[config.mk]
export PLATFORM = sky130hd
export DESIGN_NAME = decoder_addr_sequencer
export DESIGN_NICKNAME = d
export VERILOG_FILES = /design/src/rtl/dec_pkg.sv /design/src/rtl/dec_dwell_timer.sv /design/src/rtl/decoder_addr_sequencer.sv
export SDC_FILE = /design/constraint.sdc
export NUM_CORES = 1
export LEC_CHECK = 0
export ABC_AREA = 1
export CAP_MARGIN = 15
export CORE_MARGIN = 10
export CORE_UTILIZATION = 60
export CTS_BUF_LIST = sky130_fd_sc_hd__clkbuf_4
export DETAILED_ROUTE_END_ITERATION = 12
export PLACE_DENSITY = 0.95
export SLEW_MARGIN = 20
export SYNTH_ARGS = -nofsm -noshare
export SYNTH_HDL_FRONTEND = slang
export SYNTH_SLANG_ARGS = --single-unit
[constraint.sdc]
create_clock -name clk -period 3.73 [get_ports clk]
set_input_delay 0.746 -clock clk [delete_from_list [all_inputs] [get_ports clk]]
set_output_delay 0.746 -clock clk [all_outputs]
set_load 0.02 [all_outputs]
[src/rtl/dec_pkg.sv]
// rtl/dec_pkg.sv - shared constants and types for the decoder address path
package dec_pkg;
    localparam int ADDR_W    = 5;
    localparam int NUM_LINES = 1 << ADDR_W;

    typedef logic [ADDR_W-1:0] addr_t;

    typedef enum logic {
        IDLE = 1'b0,
        SCAN = 1'b1
    } seq_state_t;
endpackage

[src/rtl/dec_dwell_timer.sv]
// rtl/dec_dwell_timer.sv - per-address dwell countdown; expire marks the last dwell cycle
module dec_dwell_timer #(
    parameter int DWELL_W = 8
) (
    input  logic               clk,
    input  logic               rst,
    input  logic               load,
    input  logic [DWELL_W-1:0] dwell,
    output logic               expire
);
    logic [DWELL_W-1:0] r_cnt;

    // A dwell of 0 behaves as 1, so both load a zero remaining count.
    always_ff @(posedge clk or posedge rst) begin
        if (rst) begin
            r_cnt <= '0;
        end else if (load) begin
            r_cnt <= (dwell == '0) ? '0 : dwell - 1'b1;
        end else if (r_cnt != '0) begin
            r_cnt <= r_cnt - 1'b1;
        end
    end

    assign expire = (r_cnt == '0);
endmodule

[src/rtl/decoder_addr_sequencer.sv]
// rtl/decoder_addr_sequencer.sv - windowed address scanner feeding the 5-to-32 decoder
// Optional descending scan via `define DEC_SEQ_REVERSE_EN (adds input dir).
module decoder_addr_sequencer
    import dec_pkg::seq_state_t;
    import dec_pkg::IDLE;
    import dec_pkg::SCAN;
#(
    parameter int ADDR_W  = 5,
    parameter int DWELL_W = 8
) (
    input  logic               clk,
    input  logic               rst,
    input  logic               start,
    input  logic               stop,
    input  logic [ADDR_W-1:0]  first_addr,
    input  logic [ADDR_W-1:0]  last_addr,
    input  logic [DWELL_W-1:0] dwell,
    input  logic               continuous,
`ifdef DEC_SEQ_REVERSE_EN
    input  logic               dir,
`endif
    output logic [ADDR_W-1:0]  A,
    output logic               a_valid,
    output logic               step_strobe,
    output logic               busy,
    output logic               done
);
    seq_state_t         r_state, w_state_nxt;
    logic [ADDR_W-1:0]  r_a, w_a_nxt, w_a_step;
    logic [ADDR_W-1:0]  r_first, r_last;
    logic [DWELL_W-1:0] r_dwell, w_dwell_src;
    logic               r_cont, r_strobe, r_done;
    logic               w_strobe_nxt, w_done_nxt, w_load, w_expire, w_accept;

    assign w_accept = (r_state == IDLE) && start && !stop;

`ifdef DEC_SEQ_REVERSE_EN
    logic r_dir;
    always_ff @(posedge clk or posedge rst) begin
        if (rst) begin
            r_dir <= 1'b0;
        end else if (w_accept) begin
            r_dir <= dir;
        end
    end
    assign w_a_step = r_dir ? r_a - 1'b1 : r_a + 1'b1;
`else
    assign w_a_step = r_a + 1'b1;
`endif

    // The first dwell is loaded on the start edge, before the window is latched.
    assign w_dwell_src = (r_state == IDLE) ? dwell : r_dwell;

    dec_dwell_timer #(.DWELL_W(DWELL_W)) u_dwell_timer (
        .clk    (clk),
        .rst    (rst),
        .load   (w_load),
        .dwell  (w_dwell_src),
        .expire (w_expire)
    );

    always_ff @(posedge clk or posedge rst) begin
        if (rst) begin
            r_state  <= IDLE;
            r_a      <= '0;
            r_strobe <= 1'b0;
            r_done   <= 1'b0;
            r_first  <= '0;
            r_last   <= '0;
            r_dwell  <= '0;
            r_cont   <= 1'b0;
        end else begin
            r_state  <= w_state_nxt;
            r_a      <= w_a_nxt;
            r_strobe <= w_strobe_nxt;
            r_done   <= w_done_nxt;
            if (w_accept) begin
                r_first <= first_addr;
                r_last  <= last_addr;
                r_dwell <= dwell;
                r_cont  <= continuous;
            end
        end
    end

    always_comb begin
        w_state_nxt  = r_state;
        w_a_nxt      = r_a;
        w_strobe_nxt = 1'b0;
        w_done_nxt   = 1'b0;
        w_load       = 1'b0;
        case (r_state)
            IDLE: begin
                if (w_accept) begin
                    w_state_nxt  = SCAN;
                    w_a_nxt      = first_addr;
                    w_strobe_nxt = 1'b1;
                    w_load       = 1'b1;
                end
            end
            SCAN: begin
                // Abort takes priority over completing the pass.
                if (stop) begin
                    w_state_nxt = IDLE;
                end else if (w_expire) begin
                    if (r_a != r_last) begin
                        w_a_nxt      = w_a_step;
                        w_strobe_nxt = 1'b1;
                        w_load       = 1'b1;
                    end else if (r_cont) begin
                        w_a_nxt      = r_first;
                        w_strobe_nxt = 1'b1;
                        w_load       = 1'b1;
                    end else begin
                        w_state_nxt = IDLE;
                        w_done_nxt  = 1'b1;
                    end
                end
            end
            default: w_state_nxt = IDLE;
        endcase
    end

    assign A           = r_a;
    assign a_valid     = (r_state == SCAN);
    assign busy        = (r_state == SCAN);
    assign step_strobe = r_strobe;
    assign done        = r_done;
endmodule
Yosys cells after proc, flatten, opt, wreduce, memory -nomap -nowiden. Index checks and enable logic that the tools add are counted.

Input bits: 23. Bits in latches: 0. Output and inout port bits: 9. Memory bits (read-only): 0. Logic and storage cells: 50. Memories: 0. RAM bits: 0. Register bits after elaboration: 35.

Add/subtract/negate cells: 3. Equal/unequal tests: 5. Div/mod/pow operators: 0. Shift-type cells: 0. Reductions and logical operators: 8. Multiply operators: 0. Bitwise operators: 1. Mux-type cells: 24. Order comparisons: 0.

Operators by type and width (number): 8-bit two-way mux (4); 5-bit two-way mux (5); 8-bit zero test (2); 8-bit by 1-bit subtractor with 8-bit output (second input constant) (2); 1-bit two-way mux (12); 5-bit case mux with 2 select lines (1); 8-bit nonzero test (1); 5-bit by 1-bit adder with 5-bit output (second input constant) (1); 5-bit inequality test (1); 2-bit inequality test (second input constant) (2); 1-bit case mux with 2 select lines (2); 4-bit AND reduction (1); 3-bit by 1-bit inequality test with 1-bit output (second input constant) (1); 1-bit logical AND (2); 2-bit by 1-bit inequality test with 1-bit output (second input constant) (1); 2-bit nonzero test (1); 1-bit zero test (1); 1-bit NOT (1).

Logic depth before layout (Yosys ltp). Gate-level depths: netlist of the first run.

Depth in word-level cells: 6. Gate-level depth with buffers: 12. Mapped depth without buffers: 11.

Hierarchy. Synthesis of the first run repeated with hierarchy kept, for this count alone.

Cell total of the unflattened synthesis: 307. Area, all modules: 2259.7 um^2.

Modules (own cells, without submodules): decoder_addr_sequencer (cells an instance 192, times used 1, area an instance 1510.2 um^2); dec_dwell_timer (cells an instance 115, times used 1, area an instance 749.5 um^2).

Worst setup path before layout of the first run. Ideal clock, no wire load.

Path type: input-to-reg. From: input port dwell[0]. To: register u_dwell_timer.r_cnt[2]. Stages: 8. Setup slack: 1.833 ns. Data required time: 3.654 ns. Data arrival time: 1.821 ns. Cell sequence: inv_1 o21ai_1 inv_1 ha_1 or2_2 nand2_1 nand2_1 o21ai_1.

Cells in the longest elaborated chain, start to end: 4. Elaborated cells on any way between the ends: 5. Those cells by class: add/sub (1); mux (3); reduce/logical (1).

Ends and longest elaborated chain: start: declaration (line decoder_addr_sequencer.sv:17) `input logic [DWELL_W-1:0] dwell,`; 8-bit two-way mux (*) (line decoder_addr_sequencer.sv:52) `assign w_dwell_src = (r_state == IDLE) ? dwell : r_dwell;`; 8-bit by 1-bit subtractor with 8-bit output or 8-bit zero test (tied branches) (line dec_dwell_timer.sv:18) `r_cnt <= (dwell == '0) ? '0 : dwell - 1'b1;`; 8-bit two-way mux (*) (line dec_dwell_timer.sv:18); 8-bit two-way mux (*) (line dec_dwell_timer.sv:17) `end else if (load) begin`; end signal: assignment (line dec_dwell_timer.sv:18); end signal: assignment (line dec_dwell_timer.sv:20) `r_cnt <= r_cnt - 1'b1;`; end: declaration (line dec_dwell_timer.sv:11) `logic [DWELL_W-1:0] r_cnt;`.

Every way passes the cells marked *; elsewhere a longest branch is shown, timed or not. A chain may end at the register's enable or synchronous reset.

Worst setup path in the final report of the first run.
From: register r_state (netlist: a_valid). To: output port a_valid.

RTL lines: start: declaration (line decoder_addr_sequencer.sv:28) `seq_state_t r_state, w_state_nxt;`; start signal: assignment (line decoder_addr_sequencer.sv:73) `r_state <= w_state_nxt;`; end: declaration (line decoder_addr_sequencer.sv:23) `output logic a_valid,`.

No word-level cell between the ends.

==> qor.yml, run 1 <==
status: "complete, no violations"
timing.fmax_mhz: 414
die_h_um: 81.0
io_pins: 32
cts_hold_buf: 0
globalRouteOverflowTotal: 0
fin_crit_sh: 0.648
drc: 0
syn_inst: 304
num-fill-cells: 292
final_antenna_net_count: 0
chipWidth_um: 81.0
final_area_um2: 2610
critical-path-max-stage-delay_ps: 660
yosys_warnings: 0
viasPerCell: 5.43
cp_max_fo: 25
peakVddDrop_mv: 0.316
synth_seq_area_share: 0.392
fp.dieArea_um2: 6570
endpoint_kind: "output pin"
antenna_found_initial: 0
arrival_ps: 1670
fin_tns_setup_ps: 0
clock_latency_ps: 330
portBuffers: 31
dp_cells: 377
syn-num-nets: 331
finalCriticalPeriod_ps: 2420
synth.distinct_cells: 28
grt_pass1_wl_um: 8490
syn_avg_cell_area_um2: 7.35
stdcell_count: 385
htreeDepth: 2
cts_tree: "done"
wl_per_cell_um: 12.9
grt_util_all_layers: 0.157
critPathRequiredTime_ps: 2980
cts_resized: 0
drt_first_pass_iters: 5
timing.final.max_slew_violations: 0
hold_path_class: "register to register"
cts_setup_buffers: 0
cp-start-kind: "register"
clock-sinks: 35
ys_ff_latch: 35
final_core_util: 0.719
max_cap_viol_count: 0
dpl_cell_area_um2: 2560
rsz0062_at_grt: "no"
core_area_um2: 3630
wl_um: 4950
cp_slowest_cell: "clkdlybuf4s50_1"
via_count: 2091
place_hpwl_um: 3630
hold_viol_final: 0
register_area_um2: 876
synth_area_um2: 2240
numCtsBuffers: 5
setup_viol: 0
slew_headroom: 0.662
multi_input_area_um2: 1140
whs_ps: 496
clock-root-buffer: "clkbuf_4"
grt_max_degree: 36
rows: 22
clock_path_buffers: 2
power_density_nw_per_um2: 545
drive_above_1_share: 0.116
power_leakage_nw: 1.33
area_growth_pct: 16.9
routabilityCongestion: 0.927
path_class: "register to output pin"
grt_pass1_vias: 1955
worstMarginPinSlew_ps: 501
start_util: 0.615
clk_pin_slew_worst_paths_ps: 100
n_antenna_cell: 0
drt_iter0_markers: 174
fin_skew_ps: 9.64
path_cells: "buf_4 -> clkdlybuf4s50_1"
final_nets: 363
[kinds of logic after synthesis]
family / after synthesis / share of synthesized area
AO/OA/AOI/OAI: 36 / 0.0834
XOR/XNOR: 6 / 0.0269
adder cells (fa/ha/maj): 4 / 0.0224
AND/OR/NAND/NOR: 170 / 0.349
buffers and inverters: 47 / 0.0962
multiplexers: 6 / 0.0302
flip-flops: 35 / 0.392
[worst paths after layout]
check                                       start                                  to  slack [ps]  cells after the start
setup / recovery                a_valid$_DFF_PP0_                             a_valid        1310                      2
hold / removal             r_first[0]$_DFFE_PP0P_              r_first[0]$_DFFE_PP0P_         500                      2
setup reg to reg                a_valid$_DFF_PP0_  u_dwell_timer.r_cnt[0]$_DFFE_PP0P_        1790                      7
hold reg to reg            r_first[0]$_DFFE_PP0P_              r_first[0]$_DFFE_PP0P_         500                      2
max in group asynchronous                     rst              r_dwell[5]$_DFFE_PP0P_        2610                      3
min in group asynchronous                     rst               r_last[3]$_DFFE_PP0P_         800                      3
[power breakdown]
part	total, W	leakage [nW]	switching [W]	internal [W]
combinational	0.000632	0.872	0.000372	0.000260
sequential	0.000584	0.422	0.0000999	0.000484
clock	0.000208	0.0361	0.000120	0.0000880
total	0.00142	1.33	0.000591	0.000832
[per-layer routing]
| metal | track usage | part of all wire |
|---|---|---|
| met5 | 0 | 0 |
| met4 | 0.0484 | 0.011 |
| met3 | 0.0353 | 0.053 |
| met2 | 0.269 | 0.50 |
| met1 | 0.193 | 0.43 |
[state kept, by name, summed over array words and instances, names as in the netlist, 5 cells and up]
signal / count
r_dwell: 8
u_dwell_timer.r_cnt: 8
A: 5
r_first: 5
r_last: 5
[stage by stage]
step | worst slack [ps] | total power (W)
final | 1310 | 0.00142
after global routing | 1250 | 0.00154
after CTS | 1310 | 0.00143
after detailed placement | 1220 | 0.00121
after global placement | 1290 | 0.00119
after floorplan | 1830 | 0.00104
[synthesized netlist by cell type]
library cell	n	area share
mux2_2	6	0.030
a21oi_1	8	0.018
nand4_1	9	0.025
xnor2_2	1	0.0073
or2_2	2	0.0056
nor2_8	1	0.0090
nor2_2	5	0.014
nand3_2	7	0.031
inv_2	2	0.0034
xor2_1	3	0.012
nor2_1	24	0.040
buf_6	4	0.020
inv_1	36	0.060
nand2_1	95	0.16
nand3_1	22	0.049
xnor2_1	2	0.0078
nor3_1	2	0.0045
o21ai_2	1	0.0039
clkbuf_1	2	0.0034
ha_1	4	0.022
buf_2	1	0.0022
o21ai_0	16	0.036
o21ai_1	10	0.022
buf_4	2	0.0067
o21a_1	1	0.0034
nor2_4	1	0.0050
nand2_2	2	0.0056
dfrtp_1	35	0.39
[worst max-delay path: cells and delay by family, from the launching register on]
kind	cells	cell delay, ps
buf+inv	2	950
flops	1	380
[cells in the final DEF, fill, tap and decap left out]
cell type / Yosys / layout
inv_2: 2 / 2
dfrtp_1: 35 / 35
nor2_1: 24 / 24
nand2_1: 95 / 95
o21ai_1: 10 / 10
nor2_2: 5 / 5
xnor2_1: 2 / 2
nor2_8: 1 / 1
nand3_1: 22 / 22
or2_2: 2 / 2
nand4_1: 9 / 9
clkbuf_4: 0 / 7
nor2_4: 1 / 1
a21oi_1: 8 / 8
nand2_2: 2 / 2
mux2_2: 6 / 6
clkdlybuf4s50_1: 0 / 31
o21ai_2: 1 / 1
o21a_1: 1 / 1
clkinv_2: 0 / 1
o21ai_0: 16 / 16
xnor2_2: 1 / 1
nand3_2: 7 / 7
nor3_1: 2 / 2
inv_1: 36 / 36
ha_1: 4 / 4
buf_4: 2 / 3
xor2_1: 3 / 3
[layout make-up]
class                   instances  area share
clock buffers                   7      0.0201
clock inverters                 1     0.00191
inverters                      38      0.0546
multi-input cells             222       0.438
flip-flops and latches         35       0.335
well taps                      48      0.0230
repair buffers                 34       0.127
(Power assumes the default switching activity.)
==> run 2, diff against run 1 <==
--- a/config.mk
+++ b/config.mk
@@ -8,10 +8,10 @@
 export ABC_AREA = 1
 export CAP_MARGIN = 15
 export CORE_MARGIN = 10
-export CORE_UTILIZATION = 60
+export CORE_UTILIZATION = 56
 export CTS_BUF_LIST = sky130_fd_sc_hd__clkbuf_4
 export DETAILED_ROUTE_END_ITERATION = 12
-export PLACE_DENSITY = 0.95
+export PLACE_DENSITY = 0.9
 export SLEW_MARGIN = 20
 export SYNTH_ARGS = -nofsm -noshare
 export SYNTH_HDL_FRONTEND = slang
==> constraint.sdc (replaced) <==
create_clock -name clk -period 2.5 [get_ports clk]
set_input_delay 0.5 -clock clk [delete_from_list [all_inputs] [get_ports clk]]
set_output_delay 0.5 -clock clk [all_outputs]
set_load 0.02 [all_outputs]
==> run 2 against run 1 <==
  * Sequential cell count stayed put
  * Global-route usage fell by 1.4 points
  * Die area up 5.4%
  * Final cell count increased by 0.52%
  * Critical endpoint is now busy
  * Combinational power rose by 47%
  * Clock-buffer cell count fell by 1
  * Worst hold slack gained 6.2 ps
  * Setup slack worse by 1200 ps
  * Sequential power grew 51%
==> qor.yml, run 2 (same netlist as run 1, synthesis figures left out) <==
cts_hold_buf: 0  # unchanged
dpl_cell_area_um2: 2570  # was 2560 um2
place_hpwl_um: 3800  # was 3630 um
clk_pin_slew_worst_paths_ps: 110  # was 100 ps
fp.dieArea_um2: 6920  # was 6570 um2
portBuffers: 31  # unchanged
cp-start-kind: "register"  # unchanged
p_sw_w: 0.000897  # was 0.000591 W
top_layer: "met4"  # unchanged
clock-root-buffer: "clkbuf_4"  # unchanged
final_core_util: 0.710  # was 0.719
peakVddDrop_mv: 0.462  # was 0.316 mV
die_h_um: 83.2  # was 81.0 um
worstMarginPinSlew_ps: 621  # was 501 ps
grt_max_degree: 36  # unchanged
grt_pass1_vias: 1938  # was 1,955
power_leakage_nw: 1.36  # was 1.33 nW
area_growth_pct: 19.7  # was 16.9%
drc: 0  # unchanged
viasPerCell: 5.25  # was 5.43
io_pins: 32  # unchanged
path_class: "register to output pin"  # unchanged
slew_headroom: 0.586  # was 0.662
internal_power_w: 0.00144  # was 0.000832 W
grt_util_all_layers: 0.144  # was 0.157
finalCriticalPeriod_ps: 2340
critPathTopFamily: "flip-flops"  # was buffers and inverters
fin_crit_sh: 0.937
start_util: 0.593  # was 0.615
final_common_cell: "nand2_1"  # unchanged
drive_above_1_share: 0.121  # was 0.116
via_count: 2030  # was 2,091
reg_top3: "r_dwell (8), u_dwell_timer.r_cnt (8)"  # unchanged
hold_viol_final: 0  # unchanged
cp_slowest_cell: "dfrtp_1"  # was clkdlybuf4s50_1
clock_path_buffers: 2  # unchanged
wl_met1_um: 2250  # was 2140 um
hold_path_class: "register to register"  # unchanged
timing.final.max_slew_violations: 0  # unchanged
htreeDepth: 2  # unchanged
arrival_ps: 1840  # was 1670 ps
numCtsBuffers: 5  # unchanged
rsz0062_at_grt: "no"  # unchanged
endpoint_kind: "output pin"  # unchanged
grt_pass1_wl_um: 8630  # was 8490 um
met2_length_um: 2390  # was 2490 um
met3_length_um: 285  # was 263 um
final_nets: 365  # was 363
setup_viol: 0  # unchanged
cts_tree: "done"  # unchanged
drt_iter0_markers: 163  # was 174
cts_resized: 0  # unchanged
globalRouteOverflowTotal: 0  # unchanged
final_cell_mix: "95 x nand2_1, 36 x inv_1, 35 x dfrtp_1"  # unchanged
wl_um: 5040  # was 4950 um
p_clk_frac: 0.223  # was 0.146
seq_power_share: 0.379  # was 0.410
clock-sinks: 35  # unchanged
cp_max_fo: 16  # was 25
drt_first_pass_iters: 4  # was 5
fin_tns_setup_ps: 0  # unchanged
max_cap_viol_count: 0  # unchanged
final_area_um2: 2680  # was 2610 um2
whs_ps: 502  # was 496 ps
fin_skew_ps: 12.4  # was 9.64 ps
switching_share: 0.385  # was 0.415
antenna_found_initial: 0  # unchanged
clock_latency_ps: 350  # was 330 ps
routabilityCongestion: 0.934  # was 0.927
power_density_nw_per_um2: 872  # was 545 nW/um2
path_cells: "clkdlybuf4s50_1"  # was buf_4 -> clkdlybuf4s50_1
cts_setup_buffers: 0  # unchanged
path_buf_inv: 1  # was 2
timing.fmax_mhz: 427
rows: 22  # unchanged
status: "complete, no violations"  # unchanged
critPathRequiredTime_ps: 2000  # was 2980 ps
comb_power_share: 0.398  # was 0.444
n_antenna_cell: 0  # unchanged
chipWidth_um: 83.2  # was 81.0 um
core_area_um2: 3770  # was 3630 um2
final_antenna_net_count: 0  # unchanged
critical-path-max-stage-delay_ps: 760  # was 660 ps
wl_per_cell_um: 13.0  # was 12.9 um
p_total_w: 0.00233  # was 0.00142 W
[run 2: cell count changes in the layout (fill, tap and decap cells not counted)]
cell and delta:
buf_4 +2, bufinv_16 +2, clkbuf_4 -1, clkinv_2 -1
[run 2: metrics by stage]
stage,cells,setup WS (ps)
4_1_cts,387,166
6_report,387,157
3_5_place_dp,379,285
3_3_place_gp,379,323
5_1_grt,387,61.3
2_1_floorplan,304,639
[run 2: layout make-up]
class                      count  area, um2
inverter                      38        143
sequential                    35        876
clock buffer                   6       45.0
timing repair buffer          36        348
fill                         289       1090
clock inverter                 2       60.1
multi-input combinational    222       1140
tap                           48       60.1
[run 2: power by group through the flow]
stage / logic, W / clock network (W) / registers (W)
floorplan: 0.000669 / 0 / 0.000889
global placement: 0.000897 / 0 / 0.000884
detailed placement: 0.000924 / 0 / 0.000890
CTS: 0.000933 / 0.000525 / 0.000880
global route: 0.00106 / 0.000545 / 0.000904
finish: 0.000928 / 0.000521 / 0.000884
[run 2: worst paths after layout]
kind                                                      endpoint                    from  slack, ps  depth (start not counted)
worst max-delay path                                          busy       a_valid$_DFF_PP0_        160                          1
max in group asynchronous                   r_dwell[7]$_DFFE_PP0P_                     rst       1630                          3
worst max register to register  u_dwell_timer.r_cnt[4]$_DFFE_PP0P_       a_valid$_DFF_PP0_        390                          8
min in group asynchronous                        a_valid$_DFF_PP0_                     rst        540                          3
worst min register to register              r_dwell[0]$_DFFE_PP0P_  r_dwell[0]$_DFFE_PP0P_        500                          2
worst min-delay path                        r_dwell[0]$_DFFE_PP0P_  r_dwell[0]$_DFFE_PP0P_        500                          2
[run 2: worst reg2reg max path: stages (launching register included)]
cell	delay, ps
dfrtp_1	760
buf_4	290
o21ai_0	210
nor2_2	260
nand3_2	180
nand2_1	100
nor2_1	40
nor2_1	100
nor2_1	60
[run 2: routing by layer]
metal / vias up / GRT usage
met4: 0 / 0.0723
met3: 11 / 0.0254
met5: - / 0
li1: 1030 / -
met1: 936 / 0.173
met2: 53 / 0.240
==> run 3, diff against run 2 <==
--- a/config.mk
+++ b/config.mk
@@ -11,7 +11,9 @@
 export CORE_UTILIZATION = 56
 export CTS_BUF_LIST = sky130_fd_sc_hd__clkbuf_4
 export DETAILED_ROUTE_END_ITERATION = 12
+export GPL_TIMING_DRIVEN = 0
 export PLACE_DENSITY = 0.9
+export RECOVER_POWER = 50
 export SLEW_MARGIN = 20
 export SYNTH_ARGS = -nofsm -noshare
 export SYNTH_HDL_FRONTEND = slang
==> run 3 against run 2 <==
  * Via count increased by 3.0%
  * Final cell count increased by 0.78%
  * Clock power decreased by 44%
  * Fmax increased by 9.5%
==> qor.yml, run 3 (same netlist as run 1, synthesis figures left out) <==
final_nets: 369  # was 365
slew_headroom: 0.134  # was 0.586
power_leakage_nw: 1.35  # was 1.36 nW
worstReg2RegEnd: "u_dwell_timer.r_cnt[4]$_DFFE_PP0P_"  # unchanged
wl_per_cell_um: 13.7  # was 13.0 um
clock-sinks: 35  # unchanged
gr-usage-met3: 0.0410  # was 0.0254
n_antenna_cell: 0  # unchanged
rsz0062_at_grt: "no"  # unchanged
timing.fmax_mhz: 467  # was 427 MHz
numCtsBuffers: 5  # unchanged
die_h_um: 83.2  # unchanged
path_class: "register to output pin"  # unchanged
antenna_found_initial: 0  # unchanged
whs_path_depth: 2  # unchanged
endpoint_kind: "output pin"  # unchanged
start_util: 0.593  # unchanged
p_clk_frac: 0.137  # was 0.223
clock_path_buffers: 2  # unchanged
drt_first_pass_iters: 4  # unchanged
setup_slack_ps: 361  # was 157 ps
chipWidth_um: 83.2  # unchanged
grt_max_degree: 36  # unchanged
drc: 0  # unchanged
cp_max_fo: 8  # was 16
reg_top3: "r_dwell (8), u_dwell_timer.r_cnt (8)"  # unchanged
final_common_cell: "nand2_1"  # unchanged
timing.final.max_slew_violations: 0  # unchanged
clock_latency_ps: 360  # was 350 ps
clk_pin_slew_worst_paths_ps: 90  # was 110 ps
r2r_start: "a_valid$_DFF_PP0_"  # unchanged
rows: 22  # unchanged
hold_path_class: "register to register"  # unchanged
status: "complete, no violations"  # unchanged
core_area_um2: 3770  # unchanged
area_growth_pct: 18.4  # was 19.7%
comb_power_share: 0.450  # was 0.398
grt_pass1_wl_um: 8910  # was 8630 um
wl_um: 5340  # was 5040 um
clock-root-buffer: "clkbuf_4"  # unchanged
grt_util_all_layers: 0.151  # was 0.144
power_density_nw_per_um2: 801  # was 872 nW/um2
worstHoldEndpoint: "r_dwell[5]$_DFFE_PP0P_"  # was r_dwell[0]$_DFFE_PP0P_
internal_power_w: 0.00122  # was 0.00144 W
cts_hold_buf: 0  # unchanged
viasPerCell: 5.36  # was 5.25
routabilityCongestion: 0.924  # was 0.934
grtUsageMet2: 0.245  # was 0.240
fp.dieArea_um2: 6920  # unchanged
drt_iter0_markers: 177  # was 163
hold_viol_final: 0  # unchanged
max_cap_viol_count: 0  # unchanged
fin_skew_ps: 8.26  # was 12.4 ps
pre_cts_slack_ps: 223  # was 285 ps
drive_above_1_share: 0.117  # was 0.121
peakVddDrop_mv: 0.469  # was 0.462 mV
worstMarginPinSlew_ps: 1300  # was 621 ps
htreeDepth: 2  # unchanged
globalRouteOverflowTotal: 0  # unchanged
final_cell_mix: "95 x nand2_1, 36 x inv_1, 35 x dfrtp_1"  # unchanged
io_pins: 32  # unchanged
grt_pass1_vias: 2025  # was 1,938
final_core_util: 0.702  # was 0.710
grt_util_met1: 0.174  # was 0.173
dp_cells: 383  # was 379
fin_crit_sh: 0.856  # was 0.937
via_count: 2090  # was 2,030
r2r_cells: 11  # was 8
critPathRequiredTime_ps: 2000  # about the same
fin_tns_setup_ps: 0  # unchanged
seq_power_share: 0.413  # was 0.379
cp-start-kind: "register"  # unchanged
worstHoldStart: "r_dwell[5]$_DFFE_PP0P_"  # was r_dwell[0]$_DFFE_PP0P_
p_total_w: 0.00212  # was 0.00233 W
p_sw_w: 0.000898  # was 0.000897 W
final_antenna_net_count: 0  # unchanged
cts_resized: 0  # unchanged
arrival_ps: 1640  # was 1840 ps
cts_setup_buffers: 0  # unchanged
switching_share: 0.423  # was 0.385
portBuffers: 31  # unchanged
r2r_slack_ps: 460  # was 390 ps
setup_viol: 0  # unchanged
place_hpwl_um: 4030  # was 3800 um
grt-busiest-layer: "met2"  # unchanged
stdcell_count: 390  # was 387
finalCriticalPeriod_ps: 2140  # was 2340 ps
cts_tree: "done"  # unchanged
run 3: cell types whose count changed in the layout (fill, tap and decap cells not counted), sizes merged:
cell | before | now
buf | 5 | 7
bufinv | 2 | 0
clkbuf | 6 | 7
clkdlybuf4s50 | 31 | 29
clkinv | 0 | 2
dlygate4sd3 | 0 | 2
run 3: final cells by class:
class	count	area (um2)
multi-input combinational	222	1140
fill	304	1120
sequential	35	876
timing repair buffer	31	310
inverter	38	143
buffer	9	72.6
tap	48	60.1
clock buffer	5	37.5
clock inverter	2	8.76
run 3: how the worst max path moves through the flow:
stage                                              end  depth (start not counted)         startpoint  slack (ps)
floorplan           u_dwell_timer.r_cnt[2]$_DFFE_PP0P_                          8  a_valid$_DFF_PP0_         640
global placement    u_dwell_timer.r_cnt[4]$_DFFE_PP0P_                         12           dwell[0]         260
detailed placement  u_dwell_timer.r_cnt[4]$_DFFE_PP0P_                         12           dwell[0]         220
CTS                                               busy                          2  a_valid$_DFF_PP0_         340
global route                                      busy                          2  a_valid$_DFF_PP0_         300
finish                                            busy                          2  a_valid$_DFF_PP0_         360
run 3: per-layer routing:
| layer | vias up | wire [um] |
|---|---|---|
| li1 | 1048 | - |
| met1 | 975 | 2290 |
| met2 | 55 | 2580 |
| met3 | 12 | 356 |
| met4 | 0 | 115 |
| met5 | - | 0 |
run 3: power groups by stage:
stage          Clock [W]  Sequential, W  Combinational (W)
5_1_grt         0.000315       0.000896            0.00108
3_3_place_gp           0       0.000874           0.000916
3_5_place_dp           0       0.000883           0.000949
6_report        0.000290       0.000876           0.000954
2_1_floorplan          0       0.000889           0.000669
4_1_cts         0.000294       0.000872           0.000955
run 3: critical path, stage by stage (launching register included):
cell,delay [ps]
dfrtp_1,520
buf_4,170
clkdlybuf4s50_1,600
run 3: per-stage QoR:
| stage | instance area (um2) | hold WS [ps] |
|---|---|---|
| final | 2650 | 497 |
| after global routing | 2650 | 522 |
| after CTS | 2650 | 499 |
| after detailed placement | 2610 | 476 |
| after global placement | 2610 | 468 |
| after floorplan | 2240 | 453 |
